**src/rtl/case5_sig_collector.sv**
```systemverilog
// Collects case5 {x,y,z} response vectors into a 16-bit MISR signature plus
// per-bit and per-vector counters; one run = NUM_VEC accepted vectors.
module case5_sig_bit_cnt (
  input  logic       i_clk,
  input  logic       i_rst_n,
  input  logic       i_clr,
  input  logic       i_inc,
  output logic [7:0] o_cnt
);
  logic [7:0] r_cnt;

  // NUM_VEC <= 255 keeps this below wrap, so no saturation logic.
  always_ff @(posedge i_clk or negedge i_rst_n) begin
    if (!i_rst_n)   r_cnt <= 8'd0;
    else if (i_clr) r_cnt <= 8'd0;
    else if (i_inc) r_cnt <= r_cnt + 8'd1;
  end

  assign o_cnt = r_cnt;
endmodule

module case5_sig_collector #(
  parameter int          NUM_VEC = 64,
  parameter logic [15:0] SEED    = 16'hFFFF,
  parameter logic [15:0] POLY    = 16'h1021
) (
  input  logic        i_clk,
  input  logic        i_rst_n,
  input  logic        i_start,
  input  logic        i_abort,
  input  logic        i_in_valid,
  input  logic [2:0]  i_in_xyz,
  output logic        o_in_ready,
  output logic        o_busy,
  output logic        o_done,
  output logic [15:0] o_sig,
  output logic [7:0]  o_cnt_x,
  output logic [7:0]  o_cnt_y,
  output logic [7:0]  o_cnt_z,
  output logic [7:0]  o_vec_cnt
);
  localparam int         NUM_LANES = 4;
  localparam logic [7:0] LAST_CNT  = 8'(NUM_VEC - 1);

  typedef enum logic [1:0] {S_IDLE, S_RUN, S_DONE} state_t;

  state_t                         r_state;
  logic                           r_busy;
  logic                           r_done;
  logic [15:0]                    r_sig;
  logic                           w_acc;
  logic                           w_load;
  logic                           w_last;
  logic [15:0]                    w_sig_nxt;
  logic [NUM_LANES-1:0]           w_inc;
  logic [NUM_LANES-1:0][7:0]      w_cnt;

  // r_busy is the registered "in RUN" flag, so ready/accept need no decode.
  assign w_acc     = i_in_valid & r_busy;
  assign w_load    = i_start & (r_state != S_RUN);
  assign w_last    = w_acc & (w_cnt[3] == LAST_CNT);
  assign w_sig_nxt = {r_sig[14:0], 1'b0} ^ (r_sig[15] ? POLY : 16'h0000)
                   ^ {13'b0, i_in_xyz};

  // Lane 3 counts every accept (vec_cnt); lanes 2..0 count x, y, z.
  assign w_inc = {w_acc, {3{w_acc}} & i_in_xyz};

  for (genvar g = 0; g < NUM_LANES; g++) begin : g_lane
    case5_sig_bit_cnt u_cnt (
      .i_clk   (i_clk),
      .i_rst_n (i_rst_n),
      .i_clr   (w_load),
      .i_inc   (w_inc[g]),
      .o_cnt   (w_cnt[g])
    );
  end

  always_ff @(posedge i_clk or negedge i_rst_n) begin
    if (!i_rst_n) begin
      r_state <= S_IDLE;
      r_busy  <= 1'b0;
      r_done  <= 1'b0;
      r_sig   <= 16'h0000;
    end else begin
      case (r_state)
        S_RUN: begin
          if (w_acc) r_sig <= w_sig_nxt;
          // Abort wins over completion; the final accept still lands.
          if (i_abort) begin
            r_state <= S_IDLE;
            r_busy  <= 1'b0;
          end else if (w_last) begin
            r_state <= S_DONE;
            r_busy  <= 1'b0;
            r_done  <= 1'b1;
          end
        end
        default: begin
          if (i_start) begin
            r_state <= S_RUN;
            r_busy  <= 1'b1;
            r_done  <= 1'b0;
            r_sig   <= SEED;
          end
        end
      endcase
    end
  end

  assign o_in_ready = r_busy;
  assign o_busy     = r_busy;
  assign o_done     = r_done;
  assign o_sig      = r_sig;
  assign o_cnt_x    = w_cnt[2];
  assign o_cnt_y    = w_cnt[1];
  assign o_cnt_z    = w_cnt[0];
  assign o_vec_cnt  = w_cnt[3];
endmodule

```
**config.mk**
```make
export PLATFORM = sky130hd
export DESIGN_NAME = case5_sig_collector
export DESIGN_NICKNAME = d
export VERILOG_FILES = /design/src/rtl/case5_sig_collector.sv
export SDC_FILE = /design/constraint.sdc
export NUM_CORES = 1
export LEC_CHECK = 0
export ABC_CLOCK_PERIOD_IN_PS = 2100
export BUFFER_PORTS_ARGS = -buffer_cell sky130_fd_sc_hd__buf_2
export CAP_MARGIN = 5
export CORE_MARGIN = 1.5
export CORE_UTILIZATION = 40
export CTS_BUF_LIST = sky130_fd_sc_hd__clkbuf_4 sky130_fd_sc_hd__clkbuf_8 sky130_fd_sc_hd__clkbuf_16
export DETAILED_ROUTE_END_ITERATION = 6
export RECOVER_POWER = 50
export SYNTH_ARGS = -nofsm -noshare
export SYNTH_HDL_FRONTEND = slang
export SYNTH_HIERARCHICAL = 1
export SYNTH_SLANG_ARGS = --single-unit
```
**constraint.sdc**
```tcl
create_clock -name i_clk -period 2.1 [get_ports i_clk]
set_clock_uncertainty 0.2 [all_clocks]
set_input_delay 0.105 -clock i_clk [delete_from_list [all_inputs] [get_ports i_clk]]
set_output_delay 0.105 -clock i_clk [all_outputs]
set_load 0.03 [all_outputs]
```
==> impl_metrics.py, run 1 <==
metrics = {
    "finish": {
        "fin_util": 0.498,
        "area_delta_synth_final_pct": 21.3,
        "final_common_cell": "dfrtp_1",
        "drive_above_1_share": 0.164,
        "n_antenna_cell": 0,
        "instances_no_fill": 362,
        "layout_common_cells": "dfrtp_1 (50), clkbuf_1 (38), nor2_1 (21), buf_2 (21), xor2_1 (16)",
        "fin_nets": 298,
    },
    "power_and_ir_drop": {
        "powerDensity_nw_per_um2": 921,
        "p_total_uw": 2700,
        "power_frac_seq": 0.483,
        "ir_drop_v": 0.000494,
        "p_clk_frac": 0.222,
        "p_sw_uw": 1030,
        "intPower_uw": 1670,
        "comb_power_share": 0.295,
        "p_leak_uw": 0.00122,
        "sw_frac_of_total": 0.383,
    },
    "detailed_routing": {
        "via_per_inst": 5.10,
        "firstDrtPassIters": 4,
        "drc": 0,
        "ant_nets": 0,
        "dr.first_iter.drc_count": 81,
        "wire_per_inst_um": 13.4,
        "drt_wl_total_um": 4860,
        "num_vias": 1846,
    },
    "clock_tree": {
        "clockBufferDepth": 2,
        "cts_setup_buffers": 0,
        "clk_latency_ns": 0.30,
        "cts_max_level": 2,
        "clock-sinks": 51,
        "clk_pin_slew_ns": 0.09,
        "cts_root_buf": "clkbuf_8",
        "cts_tree": "yes",
        "cts_buffers": 5,
    },
    "die": {
        "coreArea_um2": 5890,
        "start_util": 0.411,
        "fp.dieH_um": 80.7,
        "num_io_pins": 59,
        "num_rows": 28,
        "die-area_um2": 6520,
        "die_w_um": 80.7,
    },
    "setup_path": {
        "worstRegToRegCells": 6,
        "r2r_slack_ns": 0.16,
        "slowest_delay_ns": 0.40,
        "cp-end-kind": "flop",
        "critPathKind": "flop to flop",
        "crit_path_start_kind": "flop",
        "cpMaxStageDelayCell": "dfrtp_1",
        "rr_startpoint": "r_state[1]$_DFFE_PN0P_",
        "worstPathArrival_ns": 1.97,
        "crit_path_end": "g_lane[0].u_cnt/o_cnt[5]$_DFFE_PN0P_",
        "r2r-end": "g_lane[0].u_cnt/o_cnt[5]$_DFFE_PN0P_",
        "path_max_fanout": 27,
        "worstPathRequired_ns": 2.13,
        "path_cells": "and2b_1 > nor2_2 > buf_12 > o2111ai_4 > or3_1 > a21oi_1",
        "crit_start": "r_state[1]$_DFFE_PN0P_",
    },
    "timing": {
        "setup_violations": 0,
        "hold_viol": 0,
        "fin_hold_ws_ns": 0.201,
        "finalCritPeriodShare": 0.925,
        "tightest_slew_ns": 0.754,
        "rsz0062_at_grt": "false",
        "slew_violations": 0,
        "slew_headroom": 0.497,
        "max_freq_ghz": 0.515,
        "tns_ns": 0,
        "period_needed_ns": 1.94,
    },
    "yosys": {
        "netlist_area_um2": 2420,
        "syn_area_per_cell_um2": 11.2,
        "ys_types": 28,
        "synth_warnings": 6,
        "ys_seq_area_frac": 0.528,
        "ys_seq_elements": 51,
        "synth_cells": 215,
        "synth_nets": 227,
    },
    "grt": {
        "met3_usage": 0.0330,
        "grt_max_degree": 32,
        "grt_antenna_before_repair": 0,
        "grt_overflow_total": 0,
        "grt_pass1_vias": 1795,
        "track_usage": 0.160,
        "grt_pass1_wl_um": 8160,
        "grt_use_met1": 0.208,
        "grt_busiest_layer": "met2",
        "globalRouteMet2Util": 0.270,
    },
    "placed_design": {
        "place_congestion": 0.734,
        "numPortBuffers": 58,
        "dp_hpwl_um": 3450,
        "placed_cells": 346,
    },
    "job": {
        "cap_violations": 0,
    },
    "outcome": {
        "status": "completed",
    },
    "worst_hold_path": {
        "hp-class": "input port to async pin",
    },
}
## layer usage
| metal | routed length, um | vias to the layer above |
|---|---|---|
| met2 | 2320 | 37 |
| li1 | - | 910 |
| met4 | 63 | 0 |
| met1 | 2260 | 893 |
| met3 | 221 | 6 |
| met5 | 0 | - |
## Yosys cell counts
cell,number,area share
nand2b_1,1,0.0026
or3_1,12,0.031
o22a_1,15,0.054
ha_1,4,0.021
o21ai_2,2,0.0073
xnor2_1,5,0.018
a21oi_1,12,0.025
nor4_1,1,0.0026
mux2i_1,4,0.017
and2b_1,1,0.0031
inv_1,3,0.0047
o21ai_0,13,0.027
nand3_1,9,0.019
o2111ai_4,4,0.044
nand4bb_1,1,0.0047
xor2_1,16,0.058
or4_4,1,0.0047
o21a_1,1,0.0031
a211oi_1,1,0.0031
nand4_1,9,0.023
nand2_1,10,0.016
buf_4,11,0.034
nor2_1,22,0.034
clkbuf_1,1,0.0016
nand3b_1,1,0.0031
dfrtp_1,51,0.53
and3_1,3,0.0078
or3b_1,1,0.0036
## flip-flops by register name, indices dropped and copies added (netlist names)
name / flops
g_lane.u_cnt/o_cnt: 32
o_done: 1
o_sig: 16
r_state: 2
## final cells by class
type	count	area, um2
Inverter	3	11.3
Timing Repair Buffer	76	405
Clock inverter	1	8.76
Fill cell	586	2950
Multi-Input combinational cell	149	1040
Clock buffer	7	90.1
Sequential cell	51	1280
Tap cell	75	93.8
## power groups by stage
stage | logic, uW | clock network (uW) | registers (uW)
after global placement | 810 | 0 | 1320
after detailed placement | 820 | 0 | 1320
after CTS | 836 | 623 | 1310
after floorplan | 302 | 0 | 1580
after global routing | 872 | 651 | 1330
final | 797 | 599 | 1300
## cells by family after synthesis
logic type / synth area share
XOR/XNOR: 0.0761
AND/OR/NAND/NOR: 0.155
buffers and inverters: 0.0404
adder cells (fa/ha/maj): 0.0207
multiplexers: 0.0166
flip-flops: 0.528
AO/OA/AOI/OAI: 0.163
## timing repair
item,4_1_cts,5_1_grt
resized for setup,0,0
hold endpoints to repair,35,0
hold buffers,8,0
endpoints found under the setup margin,0,0
## metrics by stage
step / instance area, um2 / setup slack, ns
6_report: 2930 / 0.158
5_1_grt: 2930 / 0.0109
4_1_cts: 2980 / 0.147
3_5_place_dp: 2810 / 0.168
3_3_place_gp: 2810 / 0.230
2_1_floorplan: 2420 / 0.0260
## critical path, delay by kind of cell (launching register included)
family | cells | cell delay (ns)
AOI/OAI and AO/OA | 2 | 0.31
and+or+nand+nor | 3 | 0.75
buffers and inverters | 1 | 0.21
DFF | 1 | 0.40
## how the worst min path moves through the flow
stage / end / cells past startpoint / start / slack, ns
floorplan: g_lane[0].u_cnt/o_cnt[0]$_DFFE_PN0P_ / 0 / i_rst_n / -0.39
global placement: g_lane[2].u_cnt/o_cnt[6]$_DFFE_PN0P_ / 1 / i_rst_n / -0.007
detailed placement: g_lane[2].u_cnt/o_cnt[6]$_DFFE_PN0P_ / 1 / i_rst_n / -0.01
CTS: g_lane[2].u_cnt/o_cnt[6]$_DFFE_PN0P_ / 2 / i_rst_n / 0.20
global route: g_lane[2].u_cnt/o_cnt[6]$_DFFE_PN0P_ / 2 / i_rst_n / 0.28
finish: g_lane[2].u_cnt/o_cnt[6]$_DFFE_PN0P_ / 2 / i_rst_n / 0.20
Note: power is estimated with default switching activity, not from simulation.
==> inputs of run 2 (changes only) <==
--- a/config.mk
+++ b/config.mk
@@ -8,6 +8,7 @@
 export ABC_CLOCK_PERIOD_IN_PS = 2100
 export BUFFER_PORTS_ARGS = -buffer_cell sky130_fd_sc_hd__buf_2
 export CAP_MARGIN = 5
+export CORE_ASPECT_RATIO = 0.75
 export CORE_MARGIN = 1.5
 export CORE_UTILIZATION = 40
 export CTS_BUF_LIST = sky130_fd_sc_hd__clkbuf_4 sky130_fd_sc_hd__clkbuf_8 sky130_fd_sc_hd__clkbuf_16
==> impl_metrics.py, run 2 (synthesized netlist as in run 1, its figures left out) <==
metrics = {
    "setup_path": {
        "cp-end-kind": "flop",
        "worstPathArrival_ns": 1.98,
        "worstRegToRegCells": 6,
        "crit_path_start_kind": "flop",
        "crit_cells": 6,
        "critPathKind": "flop to flop",
        "worstPathRequired_ns": 2.13,
        "path_cells": "and2b_1 > nor2_4 > buf_4 > o2111ai_4 > or3_1 > a21oi_1",
        "slowest_delay_ns": 0.40,
        "path_max_fanout": 9,
        "cpMaxStageDelayCell": "dfrtp_1",
        "critPathBufInv": 1,
        "cpLargestDelayFamily": "simple AND/OR/NAND/NOR gates",
    },
    "timing": {
        "period_needed_ns": 1.94,
        "setup_violations": 0,
        "fin_hold_ws_ns": 0.299,
        "slew_headroom": 0.157,
        "rsz0062_at_grt": "false",
        "tns_ns": 0,
        "finalCritPeriodShare": 0.926,
        "tightest_slew_ns": 1.26,
        "slew_violations": 0,
        "max_freq_ghz": 0.514,
        "hold_viol": 0,
        "setup_ws_ns": 0.155,
    },
    "placed_design": {
        "numPortBuffers": 58,
        "dp_hpwl_um": 3490,
        "place_congestion": 0.782,
        "place_ws_ns": 0.153,
        "placed_cells": 347,
    },
    "detailed_routing": {
        "dr.first_iter.drc_count": 44,
        "via_per_inst": 5.08,
        "ant_nets": 0,
        "wl_met1_um": 2550,
        "firstDrtPassIters": 4,
        "wire_per_inst_um": 13.8,
        "num_vias": 1848,
        "met2_length_um": 2200,
        "routed.top_layer": "met4",
        "dr_wl_met3_um": 239,
        "drt_wl_total_um": 5030,
        "drc": 0,
    },
    "clock_tree": {
        "clk_pin_slew_ns": 0.09,
        "cts_root_buf": "clkbuf_8",
        "clock-sinks": 51,
        "clk_latency_ns": 0.30,
        "clockBufferDepth": 2,
        "cts_max_level": 2,
        "cts_buffers": 5,
        "cts_tree": "yes",
    },
    "finish": {
        "largest_reg_flops": 32,
        "multi_input_area_um2": 1050,
        "drive_above_1_share": 0.203,
        "area_delta_synth_final_pct": 23.5,
        "final_common_cell": "dfrtp_1",
        "regArea_um2": 1280,
        "layout_common_cells": "dfrtp_1 (50), buf_2 (33), clkbuf_1 (26)",
        "nFillCells": 572,
        "fin_nets": 297,
        "instances_no_fill": 364,
        "n_antenna_cell": 0,
    },
    "power_and_ir_drop": {
        "ir_drop_v": 0.000529,
        "p_leak_uw": 0.00128,
        "powerDensity_nw_per_um2": 947,
        "p_total_uw": 2830,
    },
    "job": {
        "cap_violations": 0,
    },
    "grt": {
        "grt_pass1_wl_um": 8360,
        "grt_pass1_vias": 1713,
        "grt_antenna_before_repair": 0,
        "grt_max_degree": 29,
        "grt_overflow_total": 0,
        "track_usage": 0.161,
    },
    "outcome": {
        "status": "completed",
    },
    "die": {
        "die_w_um": 92.7,
        "num_rows": 24,
        "start_util": 0.415,
        "coreArea_um2": 5830,
        "num_io_pins": 59,
        "die-area_um2": 6520,
        "fp.dieH_um": 70.3,
    },
    "worst_hold_path": {
        "hp-class": "input port to async pin",
    },
}
## run 2: report_power, final
part           total, uW  switching (uW)  leakage, uW  internal [uW]
logic                814             539     0.000580            276
registers           1300             182     0.000636           1120
clock network        709             323    0.0000612            386
total               2830            1040      0.00128           1780
## run 2: path summary, 6_finish.rpt
path                                         from                                   end  slack (ns)
max                        r_state[1]$_DFFE_PN0P_  g_lane[3].u_cnt/o_cnt[7]$_DFFE_PN0P_        0.16
min                                       i_rst_n  g_lane[2].u_cnt/o_cnt[5]$_DFFE_PN0P_        0.30
max reg2reg                r_state[1]$_DFFE_PN0P_  g_lane[3].u_cnt/o_cnt[7]$_DFFE_PN0P_        0.16
min reg2reg                 o_sig[13]$_DFFE_PN0P_                 o_sig[13]$_DFFE_PN0P_        0.32
max in group asynchronous                 i_rst_n  g_lane[3].u_cnt/o_cnt[6]$_DFFE_PN0P_        0.44
min in group i_clk          o_sig[13]$_DFFE_PN0P_                 o_sig[13]$_DFFE_PN0P_        0.32
## run 2: area by class of cell
class                      instances  area share
timing repair buffer              75       0.144
sequential                        51       0.428
clock inverter                     2      0.0117
multi-input combinational        149       0.352
clock buffer                       6      0.0277
inverter                           3     0.00377
tap                               78      0.0327
## run 2: what timing repair did
action,in CTS,in global routing
gates resized for setup,0,1
hold buffers,8,0
endpoints found under the setup margin,0,1
endpoints found under the hold margin,58,0
buffers inserted,0,0
## run 2: metal layers
metal / vias to the layer above / GRT usage
li1: 909 / -
met1: 893 / 0.234
met2: 41 / 0.235
met3: 5 / 0.0425
met4: 0 / 0.0455
met5: - / 0
## run 2: through the flow
| step | area (um2) | util |
|---|---|---|
| 4_1_cts | 2990 | 0.514 |
| 2_1_floorplan | 2420 | - |
| 3_5_place_dp | 2790 | 0.480 |
| 3_3_place_gp | 2790 | 0.480 |
| 5_1_grt | 2980 | 0.512 |
| 6_report | 2980 | 0.512 |
## run 2: tightest hold or removal path: stages
cell           delay [ns]
dlygate4sd3_1        0.52
clkbuf_1             0.11
clkbuf_2             0.56
